===== src/rtl/pipeline_ctrl_pkg.sv =====
// Shared pipeline-control definitions: state encodings, default stall bound, stall-length helper.
// Latency: n/a (types and constants only).
// Backpressure: n/a; the hazard unit and the controller both import this header.
`ifndef PIPELINE_CTRL_PKG_SV
`define PIPELINE_CTRL_PKG_SV

package pipeline_ctrl_pkg;

  // Longest stall a single hazard request may ask for.
  localparam int MAX_STALL_DEF = 3;

  typedef enum logic {
    ST_RUN   = 1'b0,
    ST_STALL = 1'b1
  } ctrl_state_e;

  // Per-cycle pipeline register controls.
  typedef struct packed {
    logic pc_we;
    logic ifid_we;
    logic idex_bubble;
    logic ifid_flush;
  } ctrl_out_t;

  // Effective stall length: a request of 0 still costs one cycle, and long
  // requests are clamped to the configured bound.
  function automatic logic [1:0] eff_cycles(input logic [1:0] hc, input int max_stall);
    int n;
    n = (hc == 2'd0) ? 1 : int'(hc);
    if (n > max_stall) n = max_stall;
    if (n < 1) n = 1;
    return n[1:0];
  endfunction

endpackage

`endif


===== src/rtl/pipeline_ctrl_if.sv =====
// Hazard/branch request inputs and pipeline-register control outputs of the pipeline controller.
// Latency: n/a (wiring only).
// Backpressure: n/a; freeze is the only hold and travels as a plain level.
interface pipeline_ctrl_if #(
  parameter int CNT_W = 16
);
  logic             haz_req;
  logic [1:0]       haz_cycles;
  logic             branch_taken;
  logic             freeze;
  logic             pc_we;
  logic             ifid_we;
  logic             idex_bubble;
  logic             ifid_flush;
  logic             busy;
  logic [CNT_W-1:0] stall_count;
  logic [CNT_W-1:0] flush_count;

  // Hazard unit / core side that raises requests and consumes the enables.
  modport master (
    output haz_req, haz_cycles, branch_taken, freeze,
    input  pc_we, ifid_we, idex_bubble, ifid_flush, busy, stall_count, flush_count
  );

  // The controller itself.
  modport slave (
    input  haz_req, haz_cycles, branch_taken, freeze,
    output pc_we, ifid_we, idex_bubble, ifid_flush, busy, stall_count, flush_count
  );
endinterface


===== src/rtl/pipeline_ctrl_sat_counter.sv =====
// Saturating up-counter with synchronous clear, used for pipeline event statistics.
// Latency: count reflects an inc one clock after it is sampled.
// Backpressure: none; sticks at all-ones instead of wrapping.
module sat_counter #(
  parameter int WIDTH = 16
) (
  input  logic             clk,
  input  logic             rst_n,
  input  logic             inc,
  input  logic             clear,
  output logic [WIDTH-1:0] count
);
  logic [WIDTH-1:0] count_q, count_d;

  // Next count: clear wins, otherwise step unless already saturated.
  always_comb begin
    count_d = count_q;
    if (clear) begin
      count_d = '0;
    end else if (inc && (count_q != '1)) begin
      count_d = count_q + WIDTH'(1);
    end
  end

  // Count register.
  always_ff @(posedge clk or negedge rst_n) begin
    if (!rst_n) begin
      count_q <= '0;
    end else begin
      count_q <= count_d;
    end
  end

  assign count = count_q;
endmodule


===== src/rtl/pipeline_ctrl.sv =====
// Pipeline stall/flush controller: turns hazard, taken-branch and freeze into PC/IF/ID/ID/EX controls.
// Latency: enables are combinational from inputs and state (Mealy); busy and counters are registered.
// Backpressure: freeze holds all state and counters; branch_taken overrides hazards and active stalls.
module pipeline_ctrl
  import pipeline_ctrl_pkg::*;
#(
  parameter int CNT_W     = 16,
  parameter int MAX_STALL = MAX_STALL_DEF
) (
  input logic           clk,
  input logic           rst_n,
  pipeline_ctrl_if.slave ctl
);
  ctrl_state_e      state_q, state_d;
  logic [1:0]       rem_q, rem_d;
  logic [1:0]       n_eff;
  ctrl_out_t        ctrl_o;
  logic             stall_inc;
  logic             flush_inc;
  logic [CNT_W-1:0] stall_cnt;
  logic [CNT_W-1:0] flush_cnt;

  assign n_eff = eff_cycles(ctl.haz_cycles, MAX_STALL);

  // State and remaining-stall-cycle registers.
  always_ff @(posedge clk or negedge rst_n) begin
    if (!rst_n) begin
      state_q <= ST_RUN;
      rem_q   <= '0;
    end else begin
      state_q <= state_d;
      rem_q   <= rem_d;
    end
  end

  // Next state and per-cycle controls; priority is reset, freeze, branch, then hazard/stall.
  always_comb begin
    state_d            = state_q;
    rem_d              = rem_q;
    ctrl_o.pc_we       = 1'b1;
    ctrl_o.ifid_we     = 1'b1;
    ctrl_o.idex_bubble = 1'b0;
    ctrl_o.ifid_flush  = 1'b0;
    stall_inc          = 1'b0;
    flush_inc          = 1'b0;

    if (!rst_n) begin
      // Hold the pipeline with a bubble in ID/EX while reset is applied.
      ctrl_o.pc_we       = 1'b0;
      ctrl_o.ifid_we     = 1'b0;
      ctrl_o.idex_bubble = 1'b1;
    end else if (ctl.freeze) begin
      ctrl_o.pc_we       = 1'b0;
      ctrl_o.ifid_we     = 1'b0;
      ctrl_o.idex_bubble = 1'b0;
    end else if (ctl.branch_taken) begin
      // Redirect: PC takes the target, wrong-path IF/ID and ID/EX are squashed.
      ctrl_o.pc_we       = 1'b1;
      ctrl_o.ifid_we     = 1'b0;
      ctrl_o.idex_bubble = 1'b1;
      ctrl_o.ifid_flush  = 1'b1;
      flush_inc          = 1'b1;
      state_d            = ST_RUN;
      rem_d              = '0;
    end else begin
      unique case (state_q)
        ST_RUN: begin
          if (ctl.haz_req) begin
            ctrl_o.pc_we       = 1'b0;
            ctrl_o.ifid_we     = 1'b0;
            ctrl_o.idex_bubble = 1'b1;
            stall_inc          = 1'b1;
            rem_d              = n_eff - 2'd1;
            state_d            = (n_eff > 2'd1) ? ST_STALL : ST_RUN;
          end
        end
        ST_STALL: begin
          ctrl_o.pc_we       = 1'b0;
          ctrl_o.ifid_we     = 1'b0;
          ctrl_o.idex_bubble = 1'b1;
          stall_inc          = 1'b1;
          if (rem_q <= 2'd1) begin
            // Last stall cycle (rem==0 cannot occur here, but recover to RUN if it does).
            rem_d   = '0;
            state_d = ST_RUN;
          end else begin
            rem_d = rem_q - 2'd1;
          end
        end
        default: begin
          state_d = ST_RUN;
          rem_d   = '0;
        end
      endcase
    end
  end

  sat_counter #(.WIDTH(CNT_W)) u_stall_cnt (
    .clk   (clk),
    .rst_n (rst_n),
    .inc   (stall_inc),
    .clear (1'b0),
    .count (stall_cnt)
  );

  sat_counter #(.WIDTH(CNT_W)) u_flush_cnt (
    .clk   (clk),
    .rst_n (rst_n),
    .inc   (flush_inc),
    .clear (1'b0),
    .count (flush_cnt)
  );

  assign ctl.pc_we       = ctrl_o.pc_we;
  assign ctl.ifid_we     = ctrl_o.ifid_we;
  assign ctl.idex_bubble = ctrl_o.idex_bubble;
  assign ctl.ifid_flush  = ctrl_o.ifid_flush;
  assign ctl.busy        = (state_q == ST_STALL);
  assign ctl.stall_count = stall_cnt;
  assign ctl.flush_count = flush_cnt;
endmodule

===== src/flat_wrapper.sv =====
// flat-port wrapper written by rule: the top's interface ports become plain ports
module pipeline_ctrl_flat import pipeline_ctrl_pkg::*;
#(
  parameter int CNT_W     = 16,
  parameter int MAX_STALL = MAX_STALL_DEF
)
  (clk, rst_n, ctl_haz_req, ctl_haz_cycles, ctl_branch_taken, ctl_freeze, ctl_pc_we, ctl_ifid_we, ctl_idex_bubble, ctl_ifid_flush, ctl_busy, ctl_stall_count, ctl_flush_count);
  pipeline_ctrl_if #(.CNT_W(CNT_W)) ctl_i ();
  input logic clk;
  input logic rst_n;
  input wire logic [$bits(ctl_i.haz_req)-1:0] ctl_haz_req;
  input wire logic [$bits(ctl_i.haz_cycles)-1:0] ctl_haz_cycles;
  input wire logic [$bits(ctl_i.branch_taken)-1:0] ctl_branch_taken;
  input wire logic [$bits(ctl_i.freeze)-1:0] ctl_freeze;
  output wire logic [$bits(ctl_i.pc_we)-1:0] ctl_pc_we;
  output wire logic [$bits(ctl_i.ifid_we)-1:0] ctl_ifid_we;
  output wire logic [$bits(ctl_i.idex_bubble)-1:0] ctl_idex_bubble;
  output wire logic [$bits(ctl_i.ifid_flush)-1:0] ctl_ifid_flush;
  output wire logic [$bits(ctl_i.busy)-1:0] ctl_busy;
  output wire logic [$bits(ctl_i.stall_count)-1:0] ctl_stall_count;
  output wire logic [$bits(ctl_i.flush_count)-1:0] ctl_flush_count;
  assign ctl_i.haz_req = ctl_haz_req;
  assign ctl_i.haz_cycles = ctl_haz_cycles;
  assign ctl_i.branch_taken = ctl_branch_taken;
  assign ctl_i.freeze = ctl_freeze;
  assign ctl_pc_we = ctl_i.pc_we;
  assign ctl_ifid_we = ctl_i.ifid_we;
  assign ctl_idex_bubble = ctl_i.idex_bubble;
  assign ctl_ifid_flush = ctl_i.ifid_flush;
  assign ctl_busy = ctl_i.busy;
  assign ctl_stall_count = ctl_i.stall_count;
  assign ctl_flush_count = ctl_i.flush_count;
  pipeline_ctrl #(.CNT_W(CNT_W), .MAX_STALL(MAX_STALL)) u_core (.clk(clk), .rst_n(rst_n), .ctl(ctl_i));
endmodule

===== config.mk =====
export PLATFORM = sky130hd
export DESIGN_NAME = pipeline_ctrl_flat
export DESIGN_NICKNAME = d
export VERILOG_FILES = /design/src/rtl/pipeline_ctrl_pkg.sv /design/src/rtl/pipeline_ctrl_if.sv /design/src/rtl/pipeline_ctrl_sat_counter.sv /design/src/rtl/pipeline_ctrl.sv /design/src/flat_wrapper.sv
export SDC_FILE = /design/constraint.sdc
export NUM_CORES = 1
export LEC_CHECK = 0
export CAP_MARGIN = 20
export CORE_MARGIN = 1.5
export CORE_UTILIZATION = 48
export DETAILED_ROUTE_END_ITERATION = 8
export PLACE_DENSITY = 0.79
export SYNTH_ARGS = -nofsm -noshare
export SYNTH_HDL_FRONTEND = slang
export SYNTH_HIERARCHICAL = 1
export SYNTH_SLANG_ARGS = --single-unit

===== constraint.sdc =====
create_clock -name clk -period 2.8 [get_ports clk]
set_input_delay 0.42 -clock clk [delete_from_list [all_inputs] [get_ports clk]]
set_output_delay 0.42 -clock clk [all_outputs]
set_load 0.02 [all_outputs]

# After elaboration in Yosys (flattened, before gate mapping)
# Cells that the tools add are included.
[totals]
regBits = 35
elab_cells = 47
input_bits = 7
[classes]
n_lt_le_gt_ge = 4
n_reduce_logical = 5
mux = 25
addsub = 4
n_bitwise = 2
eq_ne = 3
[ops]
columns = ["cell", "count"]
rows = [
  ["adder 16 x 1 -> 16 bit (second input constant)", 2],
  ["greater-than comparator 32 x 3 -> 1 bit (second input constant)", 1],
  ["inequality test 16 bit (second input constant)", 2],
  ["2-to-1 mux 2 bit", 6],
  ["2-to-1 mux 3 bit", 4],
  ["2-to-1 mux 1 bit", 11],
  ["case mux 3 bit (2 select lines)", 1],
  ["case mux 1 bit (2 select lines)", 2],
  ["case mux 2 bit (2 select lines)", 1],
  ["subtractor 2 x 1 -> 2 bit (second input constant)", 2],
  ["inequality test 3 bit (second input constant)", 1],
  ["AND reduction 3 bit", 1],
  ["greater-than comparator 2 x 1 -> 1 bit (second input constant)", 1],
  ["less-or-equal comparator 2 x 1 -> 1 bit (second input constant)", 1],
  ["logical AND 1 bit", 2],
  ["zero test 2 bit", 1],
  ["< comparator 2 x 1 -> 1 bit (second input constant)", 1],
  ["inverter 1 bit", 2],
  ["AND reduction 2 bit", 1],
]

# Longest topological paths before layout
# Gate-level depths: netlist (run 1).
[depth]
word_depth = 11
mapped_depth = 8
ltp_nobuf = 5

# Cells and area by module
# The synthesis (run 1) kept the hierarchy.
[modules_own_cells]
columns = ["module", "n_inst", "seq_area_each_um2", "area_each_um2", "cells_per_inst"]
rows = [
  ["sat_counter", 2, 400.4, 942.2, 98],
  ["pipeline_ctrl", 1, 75.1, 252.7, 30],
]

# Worst setup path before layout (run 1)
# No wires, ideal clock.
[synth_path]
path_kind = "in2reg"
startpoint = "input ctl_freeze"
endpoint = "register u_core.u_flush_cnt.count_q[3] (netlist: u_core/u_flush_cnt/count[3])"
required_time_ps = 2723
stages = 6
n_path_buf = 1
arrival_time_ps = 2051
slack_ps = 671
path_cell_list = "and2b_1 > and2_1 > inv_1 > clkbuf_1 > or4_2 > a21oi_1"
[synth_between]
elab_chain_cells = 3
[synth_lines]
columns = ["element", "line_no", "source"]
rows = [
  ["from (decl)", "flat_wrapper.sv:14", "input wire logic [$bits(ctl_i.freeze)-1:0] ctl_freeze;"],
  ["2-to-1 mux 1 bit (2 in a row)", "n/a", ""],
  ["net ctl_ifid_flush", "flat_wrapper.sv:18", "output wire logic [$bits(ctl_i.ifid_flush)-1:0] ctl_ifid_flush;"],
  ["logical AND 1 bit", "pipeline_ctrl_sat_counter.sv:20", "end else if (inc && (count_q != '1)) begin"],
  ["to (signal assigned)", "pipeline_ctrl_sat_counter.sv:30", "count_q <= count_d;"],
  ["to (decl)", "pipeline_ctrl_sat_counter.sv:13", "logic [WIDTH-1:0] count_q, count_d;"],
]
# The timed path passes the listed nets, and every way through them passes these cells.
# A chain may end at the register's enable or synchronous reset.

# Final worst setup path (run 1)
[layout_path]
startpoint = "input rst_n"
endpoint = "output ctl_ifid_flush"
[layout_between]
elab_chain_cells = 1
[layout_lines]
columns = ["element", "line_no", "source"]
rows = [
  ["from (decl)", "flat_wrapper.sv:10", "input logic rst_n;"],
  ["2-to-1 mux 1 bit", "pipeline_ctrl.sv:47", "if (!rst_n) begin"],
  ["to (decl)", "flat_wrapper.sv:18", ""],
]
# No other way between the ends.

==> impl_results.md, run 1 <==
* Outcome: finished, final reports clean
* Area Growth Syn to Fin at 26.82%
* Ant diodes at 0
* Pre-antenna DRT Iters at 4
* Crit-path slowest cell: clkdlybuf4s50_1
* Max Cap Viol at 0
* Crit path launch type: input port
* Dpl cell area at 0.002605 mm^2
* Rows at 24
* Die Height at 69.73 um
* Ys async rst share at 100.0%
* Top FF cell, synth: dfrtp_1
* Simple-gate share of the synthesized area at 32.08%
* Setup Skew at 0.009117 ns
* Clock Tree Root: clkbuf_8
* Initial antenna violation count at 0
* Post-DP HPWL at 3262 um
* Worst EP required at 2.38 ns
* Unique masters post-synth at 38
* Post-synthesis adder-cell area fraction at 1.171%
* Fin. Hold Viols at 0
* Via density at 5.994
* Post-synthesis sequential area ratio at 40.98%
* Final Instance Area at 0.002710 mm^2
* Pwr dens at 359.0 mW/mm^2
* Crit-path max cell delay at 0.63 ns
* Compound-Gate Fraction of Synth Area at 16.69%
* Layout cells sized above 1 at 12.36%
* Vias in the first global route at 1,793
* Core area at 0.004324 mm^2
* Clock slew seen by the registers of the worst setup and hold paths at 0.08 ns
* Antenna-violating nets left at 0
* CP cell instances: dlygate4sd3_1, buf_2, and2b_1, and2_1, clkdlybuf4s50_1
* GPL Wtd Cong at 0.7650
* First-pass GRT wire length at 8211 um
* Clk_lat worst skew at 0.30 ns
* Worst-Margin Slew at 0.5797 ns
* Post-synthesis mux area share at 4.684%
* CTS Buffer Depth at 2
* RSZ-0062 raised after global routing: false
* Drt drc at 0
* Critical Path AT at 2.22 ns
* H-tree levels at 2
* Final WL at 4834 um
* Die area at 0.004862 mm^2
* CP bufs+invs at 3
* Period utilisation layout at 94.33%
* CP delay by family, top: buffers and inverters
* Fmax at 0.3786 GHz
* Total gr overflow at 0
* GRT Total Usage at 20.82%
* IO Pins at 44
* Initial Utilization at 49.42%
* Synth Instances at 226
* Crit path kind: in2out
* Largest net degree at the start of global routing at 27
* Max Fanout on Critical Path at 6
* Count of flip-flops with a built-in enable after synthesis at 0
* Post-CTS setup buffers at 0
* Clock buffer count from CTS at 5
* Synthesized area at 0.002137 mm^2
* CTS tree: yes
* Slew HR at 61.31%
* CP endpoint kind: output pin
* Final setup vio count at 0
* Syn. warnings at 6
* Worst Hold Class: in2async
* Routed WL per cell at 14.78 um
* Number of port buffers at 43
* Synth Register Bits at 35
* Mean post-synth cell area at 9.456 um^2
* Largest family of logic cells by synthesized area: simple AND/OR/NAND/NOR gates
* Vias at 1,960
* Final max-slew violation count at 0
* Maximum vdd drop at 287.5 uV
* Final net count at 283
* Iteration-0 DRC Markers at 163
* Horiz. Die Dim at 69.73 um
* XOR/XNOR Fraction of Synth Area at 0%
* Sink Count at 35
* Leak pwr at 0.001061 uW
* Fin Setup TNS at 0 ns
* Final min period at 2.641 ns
==> report_power, final <==
part	total, uW	leakage (uW)	internal [uW]	switching [uW]
Clock	369	0.0000412	174	195
Sequential	518	0.000487	510	8.16
Combinational	85.7	0.000532	34.4	51.4
==> through the flow <==
stage | total power [uW] | util (%) | cells | hold slack, ns | setup WS, ns
5_1_grt | 1012 | 62.67 | 327 | 0.4699 | 0.05043
3_5_place_dp | 609.3 | 60.24 | 317 | 0.3201 | 0.1564
6_report | 973.0 | 62.67 | 327 | 0.4623 | 0.1589
2_1_floorplan | 574.8 | - | 229 | 0.1244 | 0.6711
4_1_cts | 980.1 | 62.67 | 327 | 0.4675 | 0.1333
3_3_place_gp | 607.7 | 60.24 | 317 | 0.3149 | 0.2706
==> sequential cells by signal (all words and copies together) (netlist names) <==
register / count
u_core/rem_q: 2
u_core/u_flush_cnt/count: 16
u_core/ctl.busy: 1
u_core/u_stall_cnt/count: 16
==> cell usage after synthesis (2+ instances only) <==
cell	number	area share (%)
a211oi_2	2	1.2
or3_2	2	0.70
and2_1	2	0.59
and4_2	4	1.9
buf_6	3	1.6
o21ai_1	6	1.4
or4_2	4	1.6
and3_1	4	1.2
nand4_2	2	1.2
nor2b_1	9	2.6
a22o_1	2	0.82
dfrtp_1	35	41
o211ai_2	2	1.2
nor2_1	12	2.1
o31ai_1	14	4.9
inv_1	7	1.2
nor3_1	3	0.70
nand3_1	6	1.4
ha_1	2	1.2
or4_1	10	3.5
or3_1	4	1.2
nor3_2	2	0.94
mux2_1	8	4.2
nand3b_1	2	0.70
clkbuf_1	8	1.4
nor4_4	2	2.0
nand4_1	12	3.5
nand2_1	15	2.6
a21oi_1	22	5.2
nor4_1	8	2.3
o21ai_0	5	1.2
==> cell type report <==
type | count | area (um^2)
Fill cell | 386 | 1614
Multi-Input combinational cell | 176 | 1182
Sequential cell | 35 | 875.8
Timing Repair Buffer | 49 | 475.5
Clock buffer | 6 | 72.57
Tap cell | 52 | 65.06
Inverter | 7 | 26.28
Clock inverter | 2 | 12.51
==> kinds of logic after synthesis <==
family          after synthesis
compound gates               55
fa+ha+maj                     2
buf+inv                      18
flops                        35
mux                           9
other cells                   1
simple gates                106
==> repair_timing <==
action	CTS	global route
resized for setup	0	0
hold buffers	2	0
endpoints found under the setup margin	0	0
endpoints found under the hold margin	8	0
==> path summary, 6_finish.rpt <==
path	startpoint	to	slack (ns)	cells past startpoint
setup / recovery	rst_n	ctl_ifid_flush	0.16	5
hold / removal	rst_n	u_core/u_flush_cnt/count[5]	0.46	2
setup reg to reg	u_core/ctl.busy	u_core/u_stall_cnt/count[3]	0.71	5
hold reg to reg	u_core/rem_q[1]	u_core/rem_q[1]	0.55	1
max in group asynchronous	rst_n	u_core/u_flush_cnt/count[10]	1.32	3
min in group clk	u_core/rem_q[1]	u_core/rem_q[1]	0.55	1
==> placed cells by master (no fill, tap or decap), types with 5 or more instances in the layout <==
master           synthesis  final
a21oi_1                 22     22
clkbuf_8                 0      5
clkdlybuf4s50_1          0     42
dfrtp_1                 35     35
inv_1                    7      7
mux2_1                   8      8
nand2_1                 15     15
nand3_1                  6      6
nand4_1                 12     12
nor2_1                  12     12
nor2b_1                  9      9
nor4_1                   8      8
o21ai_0                  5      5
o21ai_1                  6      6
o31ai_1                 14     14
or4_1                   10     10
==> per-layer routing <==
metal  share of wire [%]  vias to the layer above  track usage, %
met5                   0                        -               0
met2                  47                       58           33.33
met3                 4.5                        8           3.634
met1                  47                      935           28.16
li1                    -                      959               -
met4                 1.4                        0           8.333
(Power assumes the default switching activity.)
==> inputs of run 2 (changes only) <==
Settings changed: RECOVER_POWER set to 100.
==> impl_results.md, run 2 (same netlist as run 1, synthesis figures left out) <==
* Commonest non-fill, non-tap cells in the layout: dlygate4sd3_1, dfrtp_1, a21oi_1 (was clkdlybuf4s50_1, dfrtp_1, a21oi_1)
* Critical Path AT at 2.19 ns (was 2.22 ns)
* Sink Count at 35 (unchanged)
* Fin Setup TNS at 0 ns (unchanged)
* Flop pwr share at 53.5% (was 53.3%)
* Area Growth Syn to Fin at 26.41% (was 26.82%)
* Crit path launch type: input port (unchanged)
* CTS Buffer Depth at 2 (unchanged)
* GPL Wtd Cong at 0.7650 (unchanged)
* CP delay by family, top: buffers and inverters (unchanged)
* Clock buffer count from CTS at 5 (unchanged)
* Total gr overflow at 0 (unchanged)
* Clk_lat worst skew at 0.30 ns (about the same)
* Final WL at 4800 um (was 4834 um)
* GR peak layer: met2 (unchanged)
* Horiz. Die Dim at 69.73 um (unchanged)
* Final Instance Area at 0.002701 mm^2 (was 0.002710 mm^2)
* Clock slew seen by the registers of the worst setup and hold paths at 0.08 ns (about the same)
* Final max-slew violation count at 0 (unchanged)
* Dpl cell area at 0.002605 mm^2 (unchanged)
* Routed WL per cell at 14.68 um (was 14.78 um)
* GRT Total Usage at 20.82% (unchanged)
* Drt drc at 0 (unchanged)
* Vias at 2,002 (was 1,960)
* Worst EP required at 2.38 ns (about the same)
* Max Fanout on Critical Path at 6 (unchanged)
* Pwr dens at 359.0 mW/mm^2 (about the same)
* Slew HR at 61.63% (was 61.31%)
* Critical Path Stages at 5 (unchanged)
* Post-DP HPWL at 3262 um (unchanged)
* Final setup vio count at 0 (unchanged)
* H-tree levels at 2 (unchanged)
* Vias in the first global route at 1,793 (unchanged)
* Largest net degree at the start of global routing at 27 (unchanged)
* Via density at 6.122 (was 5.994)
* Multi-input gate area at 0.001177 mm^2 (was 0.001182 mm^2)
* Initial antenna violation count at 0 (unchanged)
* Maximum vdd drop at 286.8 uV (was 287.5 uV)
* Grt met3 use at 3.634% (unchanged)
* Final min period at 2.608 ns (was 2.641 ns)
* Number of port buffers at 43 (unchanged)
* Logic gate share of total power at 8.5% (was 8.8%)
* Fmax at 0.3834 GHz (was 0.3786 GHz)
* Final std cells w/o fill at 327 (unchanged)
* Hold WS at 0.4617 ns (was 0.4623 ns)
* Initial Utilization at 49.42% (unchanged)
* Post-CTS sizing at 0 (unchanged)
* CP cell instances: dlygate4sd3_1, buf_2, and2b_1, and2_1, clkdlybuf4s50_1 (unchanged)
* Worst Hold Class: in2async (unchanged)
* IO Pins at 44 (unchanged)
* Rows at 24 (unchanged)
* Final net count at 283 (unchanged)
* Max Cap Viol at 0 (unchanged)
* Die Height at 69.73 um (unchanged)
* Int Power at 715.9 uW (was 718.5 uW)
* Period utilisation layout at 93.14% (was 94.33%)
* First-pass GRT wire length at 8211 um (unchanged)
* P_sw at 254.0 uW (was 254.5 uW)
* Layout cells sized above 1 at 12.00% (was 12.36%)
* Crit-path slowest cell: clkdlybuf4s50_1 (unchanged)
* # hold bufs at CTS at 2 (unchanged)
* CTS tree: yes (unchanged)
* Register area at 875.8 um^2 (unchanged)
* Fin. Hold Viols at 0 (unchanged)
* Antenna-violating nets left at 0 (unchanged)
* Outcome: finished, final reports clean (unchanged)
* Post-CTS setup buffers at 0 (unchanged)
* Most common cell after layout, fill and taps aside: dlygate4sd3_1 (was clkdlybuf4s50_1)
* CP endpoint kind: output pin (unchanged)
* Fill cells at 387 (was 386)
* Setup Skew at 0.009759 ns (was 0.009117 ns)
* Met2 Usage GRT at 33.33% (unchanged)
* Ant diodes at 0 (unchanged)
* Die area at 0.004862 mm^2 (unchanged)
* Crit path kind: in2out (unchanged)
* Leak pwr at 0.001176 uW (was 0.001061 uW)
* Final Power at 969.9 uW (was 973.0 uW)
* Clk network pwr share at 38.1% (was 37.9%)
* Worst-Margin Slew at 0.5749 ns (was 0.5797 ns)
* Clock Tree Root: clkbuf_8 (unchanged)
* RSZ-0062 raised after global routing: false (unchanged)
* Post-placement cell count at 317 (unchanged)
* Worst reg-to-reg path cell count at 5 (unchanged)
* Core area at 0.004324 mm^2 (unchanged)
* Iteration-0 DRC Markers at 149 (was 163)
* CP bufs+invs at 3 (unchanged)
* Crit-path max cell delay at 0.63 ns (about the same)
* Met1 Use GR at 28.16% (unchanged)
* Sw Ratio at 26.19% (was 26.16%)
* Pre-antenna DRT Iters at 5 (was 4)
==> run 2: power groups by stage <==
stage / registers, uW / clock network (uW) / logic [uW]
global route: 520 / 398 / 91.4
global placement: 528 / 0 / 79.6
finish: 518 / 369 / 82.1
CTS: 518 / 378 / 83.8
floorplan: 528 / 0 / 46.8
detailed placement: 528 / 0 / 81.0
==> run 2: routing by layer <==
layer | vias to the layer above | wire length [um]
met4 | 0 | 79
li1 | 965 | -
met2 | 68 | 2259
met3 | 12 | 238
met1 | 957 | 2222
met5 | - | 0
==> run 2: area by class of cell <==
cell class / count / share of cell area (%)
clock buffers: 6 / 2.686
clock inverters: 2 / 0.4632
inverters: 7 / 0.9727
multi-input cells: 176 / 43.59
flip-flops and latches: 35 / 32.42
well taps: 52 / 2.409
repair buffers: 49 / 17.46
==> run 2: worst paths after layout <==
kind / slack [ns] / start / endpoint
min reg2reg: 0.56 / u_core/rem_q[0] / u_core/rem_q[0]
min in group clk: 0.56 / u_core/rem_q[0] / u_core/rem_q[0]
max reg2reg: 0.73 / u_core/ctl.busy / u_core/u_stall_cnt/count[3]
max in group asynchronous: 1.32 / rst_n / u_core/u_flush_cnt/count[1]
max: 0.19 / rst_n / ctl_ifid_flush
min: 0.46 / rst_n / u_core/u_flush_cnt/count[15]
==> run 2: worst reg2reg max path: cells and delay by family (launching register included) <==
family                 cells  cell delay [ns]
buffers and inverters      1             0.30
AND/OR/NAND/NOR            3             1.01
AO/OA/AOI/OAI              1             0.16
flip-flops                 1             0.54
==> run 2: per-stage QoR <==
step / worst slack, ns / utilization (%)
floorplan: 0.6711 / -
CTS: 0.1333 / 62.67
detailed placement: 0.1564 / 60.24
global placement: 0.2706 / 60.24
finish: 0.1920 / 62.47
global route: 0.08886 / 62.47
